===== config.mk =====
export PLATFORM = sky130hd
export DESIGN_NAME = dmix_lrck_rate_detect
export DESIGN_NICKNAME = d
export VERILOG_FILES = /design/src/rtl/dmix_lrck_rate_detect.sv
export SDC_FILE = /design/constraint.sdc
export NUM_CORES = 1
export LEC_CHECK = 0
export BUFFER_PORTS_ARGS = -buffer_cell sky130_fd_sc_hd__buf_2
export CAP_MARGIN = 15
export CORE_ASPECT_RATIO = 1.1
export CORE_MARGIN = 2
export CORE_UTILIZATION = 35
export DETAILED_ROUTE_END_ITERATION = 6
export SYNTH_ARGS = -nofsm -noshare
export SYNTH_HDL_FRONTEND = slang
export SYNTH_SLANG_ARGS = --single-unit

===== constraint.sdc =====
create_clock -name clk983040 -period 2.24 [get_ports clk983040]
set_clock_uncertainty 0.15 [all_clocks]
set_input_delay 0.224 -clock clk983040 [delete_from_list [all_inputs] [get_ports clk983040]]
set_output_delay 0.224 -clock clk983040 [all_outputs]
set_load 0.01 [all_outputs]

===== src/rtl/dmix_lrck_rate_detect.sv =====
// LR clock rate detector: measures the frame period in master-clock cycles,
// classifies it as 48/96/192 kHz and reports a locked rate to the mixer core.
module dmix_lrck_rate_detect #(
    parameter int PERIOD_W    = 12,
    parameter int TOL         = 16,
    parameter int LOCK_FRAMES = 4
) (
    input  logic                clk983040,
    input  logic                rst,
    input  logic                lrck_pad,
    output logic [1:0]          rate,
    output logic                locked,
    output logic [PERIOD_W-1:0] period,
    output logic                rate_change
);

    localparam int                  EXT_W    = PERIOD_W + 1;
    localparam int                  CONSEC_W = $clog2(LOCK_FRAMES + 1);
    localparam logic [PERIOD_W-1:0] CNT_MAX  = '1;
    localparam logic [PERIOD_W-1:0] CNT_ONE  = PERIOD_W'(1);
    localparam logic [EXT_W-1:0]    TOL_X    = EXT_W'(TOL);
    localparam logic [EXT_W-1:0]    NOM_48   = EXT_W'(2048);
    localparam logic [EXT_W-1:0]    NOM_96   = EXT_W'(1024);
    localparam logic [EXT_W-1:0]    NOM_192  = EXT_W'(512);
    localparam logic [CONSEC_W-1:0] LOCK_CNT = CONSEC_W'(LOCK_FRAMES);
    localparam logic [CONSEC_W-1:0] CONSEC_1 = CONSEC_W'(1);

    typedef enum logic [1:0] {
        S_IDLE,
        S_MEASURE,
        S_TRACK,
        S_LOCKED
    } state_t;

    state_t              state, state_n;
    logic                sync1, sync2, sync3;
    logic                rise;
    logic [PERIOD_W-1:0] cnt;
    logic                cnt_sat;
    logic [EXT_W-1:0]    m_x;
    logic [1:0]          cls;
    logic [1:0]          cand, cand_n;
    logic [CONSEC_W-1:0] consec, consec_n, consec_inc;
    logic [1:0]          rate_n;
    logic                locked_n;
    logic [PERIOD_W-1:0] period_n;
    logic                rate_change_n;

    // lrck_pad is asynchronous: two flops to resolve metastability, a third for the edge.
    always_ff @(posedge clk983040) begin
        // NOTE: sequential state uses non-blocking assignments so every flop samples pre-edge values.
        if (rst) begin
            sync1 <= 1'b0;
            sync2 <= 1'b0;
            sync3 <= 1'b0;
        end else begin
            sync1 <= lrck_pad;
            sync2 <= sync1;
            sync3 <= sync2;
        end
    end

    assign rise    = sync2 & ~sync3;
    assign cnt_sat = (cnt == CNT_MAX);

    always_ff @(posedge clk983040) begin
        if (rst) begin
            cnt <= '0;
        end else if (rise) begin
            cnt <= CNT_ONE;
        end else if (!cnt_sat) begin
            cnt <= cnt + 1'b1;
        end
    end

    // One extra bit of headroom so m + TOL cannot wrap near saturation.
    function automatic logic near(input logic [EXT_W-1:0] m, input logic [EXT_W-1:0] nom);
        return ((m + TOL_X) >= nom) && (m <= (nom + TOL_X));
    endfunction

    assign m_x = {1'b0, cnt};

    always_comb begin
        // NOTE: every combinational output gets a default first so no latch is inferred.
        cls = 2'd0;
        if (near(m_x, NOM_48)) begin
            cls = 2'd1;
        end else if (near(m_x, NOM_96)) begin
            cls = 2'd2;
        end else if (near(m_x, NOM_192)) begin
            cls = 2'd3;
        end
    end

    assign consec_inc = consec + 1'b1;

    always_comb begin
        state_n  = state;
        cand_n   = cand;
        consec_n = consec;
        rate_n   = rate;
        locked_n = locked;
        period_n = period;
        unique case (state)
            S_IDLE: begin
                if (rise) begin
                    state_n = S_MEASURE;
                end
            end
            S_MEASURE: begin
                if (rise) begin
                    period_n = cnt;
                    if (cls != 2'd0) begin
                        state_n  = S_TRACK;
                        cand_n   = cls;
                        consec_n = CONSEC_1;
                    end
                end else if (cnt_sat) begin
                    state_n = S_IDLE;
                end
            end
            S_TRACK: begin
                if (rise) begin
                    period_n = cnt;
                    if (cls == cand) begin
                        consec_n = consec_inc;
                        if (consec_inc == LOCK_CNT) begin
                            state_n  = S_LOCKED;
                            locked_n = 1'b1;
                            rate_n   = cand;
                        end
                    end else if (cls != 2'd0) begin
                        cand_n   = cls;
                        consec_n = CONSEC_1;
                    end else begin
                        state_n = S_MEASURE;
                    end
                end else if (cnt_sat) begin
                    state_n = S_IDLE;
                end
            end
            S_LOCKED: begin
                if (rise) begin
                    period_n = cnt;
                    if (cls != rate) begin
                        locked_n = 1'b0;
                        rate_n   = 2'd0;
                        if (cls != 2'd0) begin
                            state_n  = S_TRACK;
                            cand_n   = cls;
                            consec_n = CONSEC_1;
                        end else begin
                            state_n = S_MEASURE;
                        end
                    end
                end else if (cnt_sat) begin
                    state_n  = S_IDLE;
                    locked_n = 1'b0;
                    rate_n   = 2'd0;
                end
            end
        endcase
        rate_change_n = (locked_n != locked) || (rate_n != rate);
    end

    always_ff @(posedge clk983040) begin
        if (rst) begin
            state       <= S_IDLE;
            cand        <= 2'd0;
            consec      <= '0;
            rate        <= 2'd0;
            locked      <= 1'b0;
            period      <= '0;
            rate_change <= 1'b0;
        end else begin
            state       <= state_n;
            cand        <= cand_n;
            consec      <= consec_n;
            rate        <= rate_n;
            locked      <= locked_n;
            period      <= period_n;
            rate_change <= rate_change_n;
        end
    end

endmodule


==> impl_metrics.yaml <==
pwr:
  leakagePower_uw: 0.001129
  powerDensity_nw_per_um2: 477.6
  vdd_drop_max_v: 0.0003645
  finalPower_uw: 1431
detailed_routing:
  via_per_inst: 5.194
  wl_mm: 5.499
  drtPass1Iterations: 4
  drc: 0
  wire_per_inst_um: 13.65
  vias: 2093
  drt_iter0_markers: 65
  ant_nets: 0
finish:
  layout.area.seq_sq_um: 768.2
  multiInputGateArea_sq_um: 1465
  mostFrequentLayoutCells: "buf_4 (41), nand2_1 (38), dfxtp_1 (34), nor2_1 (24), a21oi_1 (24)"
  antenna_cells: 0
  final_cell_area_sq_um: 2995
  final_common_cell: "buf_4"
  nets: 332
  drive_gt1_frac: 0.3529
  fillers: 588
  syn_to_final_growth_pct: 38.86
yosys:
  netlist_instances: 261
  ys_seq_area_frac: 0.3527
  ys_ff_latch: 38
  syn-cell-area_sq_um: 2157
  yosys_warnings: 0
  async_flop_share: 0
  avgSynthCellArea_sq_um: 8.265
  synth-edff-count: 0
  syn_nets: 271
  synth-main-ff-cell: "dfxtp_1"
  ys_types: 50
timing:
  fin_hold_ws_ns: 0.1489
  worst_slew_pin_slew_ns: 0.4438
  grt_setup_unrepaired: "yes"
  period_needed_ns: 2.359
  setup_slack_ns: -0.1193
  finalSetupViolations: 11
  min_period_over_period: 1.053
  drv_slew: 0
  relSlewSlack: 0.7010
  final_hold_viol_count: 0
  fmax_mhz: 423.9
clock_network:
  root_buffer: "clkbuf_8"
  clkTransAtPathRegs_ns: 0.08
  h-tree-depth: 2
  cts_buffer_depth: 2
  worstSkewPairLatency_ns: 0.30
  cts_tree: "built"
  cts-buffers-inserted: 5
  clkSinkCount: 38
worst_setup_path:
  crit_required_ns: 2.28
  critPathKind: "flop to flop"
  r2r_slack_ns: -0.12
  arrival_ns: 2.40
  path_max_fanout: 6
  end_kind: "flop"
  startpoint_type: "flop"
run_status:
  status: "complete, but fails checks"
  violations: "setup timing"
place:
  gp_congestion: 0.8958
  hpwl_mm: 3.867
  place_area_sq_um: 2571
  port_buffers: 18
floorplanning:
  rows: 30
  pin_count: 19
  die_h_um: 86.34
  initial_core_util: 0.3547
  core-area_sq_um: 6081
  die_x_um: 78.85
  dieArea_sq_um: 6808
global_routing:
  overflow: 0
  antenna_found_initial: 0
  track_usage: 0.1637
  grt_pass1_vias: 1819
  grt_pass1_wl_mm: 8.825
  grt_max_degree: 19
min_path:
  hp-class: "primary input to flop"
run:
  drv_cap: 0
-- Yosys cell counts, drive strengths merged (3+ instances only) --
library cell / count / share of area
dfxtp: 38 / 0.35
nand2: 38 / 0.066
a21oi: 26 / 0.060
nor2: 24 / 0.042
inv: 13 / 0.023
xnor2: 11 / 0.059
clkbuf: 10 / 0.017
o21ai: 9 / 0.023
nand3: 8 / 0.019
ha: 7 / 0.041
and3: 6 / 0.017
nand2b: 6 / 0.017
nand4: 6 / 0.020
nor2b: 6 / 0.017
buf: 5 / 0.013
a211oi: 4 / 0.016
mux2i: 4 / 0.019
nor3: 3 / 0.012
o2111ai: 3 / 0.015
-- sequential cells by signal, summed over array words and instances (netlist names) --
signal / cells
cand: 2
cnt: 12
consec: 3
locked: 1
period: 12
rate: 2
rate_change: 1
state: 2
sync1: 1
sync2: 1
sync3: 1
-- critical path, stage by stage, from the launching register on --
cell      delay [ns]
dfxtp_2         0.35
inv_2           0.05
ha_4            0.14
and4bb_2        0.26
o21ai_4         0.21
o211ai_4        0.16
buf_12          0.17
xnor2_4         0.21
a311o_1         0.30
mux2i_1         0.21
nor2_1          0.05
-- per-stage QoR --
| stage | util | worst slack [ns] | setup TNS (ns) | cells |
|---|---|---|---|---|
| floorplan | - | 0.003990 | 0 | 261 |
| global route | 0.4926 | -0.2314 | -2.153 | 403 |
| finish | 0.4926 | -0.1193 | -0.9722 | 403 |
| detailed placement | 0.4228 | -0.1385 | -1.266 | 381 |
| global placement | 0.4228 | -0.1416 | -1.088 | 381 |
| CTS | 0.4658 | -0.09494 | -0.8402 | 396 |
-- repair_timing --
| action | CTS | global route |
|---|---|---|
| endpoints found under the hold margin | 1 | 0 |
| pin swaps | 16 | 15 |
| setup endpoints to repair | 11 | 12 |
| setup buffers | 7 | 7 |
| hold buffers | 1 | 0 |
| gates resized for setup | 23 | 18 |
-- routing by layer --
layer | wire length [um] | global-route usage
met5 | 0 | 0
met4 | 68 | 0.04389
met1 | 2445 | 0.1964
met3 | 128 | 0.03750
met2 | 2855 | 0.2945
-- final cells by class --
type / count / share of cell area
clock buffer: 6 / 0.02757
inverter: 13 / 0.01629
timing repair buffer: 69 / 0.1729
sequential: 38 / 0.2565
multi-input combinational: 195 / 0.4891
tap: 80 / 0.03342
clock inverter: 2 / 0.004177
-- power by group --
| part | switching, uW | total, uW | internal, uW | leakage [uW] |
|---|---|---|---|---|
| sequential | 26.9 | 720 | 693 | 0.000309 |
| clock | 264 | 512 | 248 | 0.0000472 |
| combinational | 114 | 198 | 84.4 | 0.000772 |
| total | 405 | 1430 | 1030 | 0.00113 |
-- worst paths after layout --
check	startpoint	endpoint	depth (start not counted)
max	cnt[0]	cand[1]	10
min reg2reg	sync1	sync2	1
max reg2reg	cnt[0]	cand[1]	10
min	rst	rate_change	2
-- kinds of logic (layout without fill, tap and decap cells) --
kind of cell    after synthesis  in the layout  synth area share
simple gates                106            106            0.2471
compound gates               65             65            0.2216
flops                        38             38            0.3527
buf+inv                      28             90           0.05279
xor+xnor                     13             13           0.06671
fa+ha+maj                     7              7           0.04060
mux                           4              4           0.01856
Power figures use the tool's default switching activity.
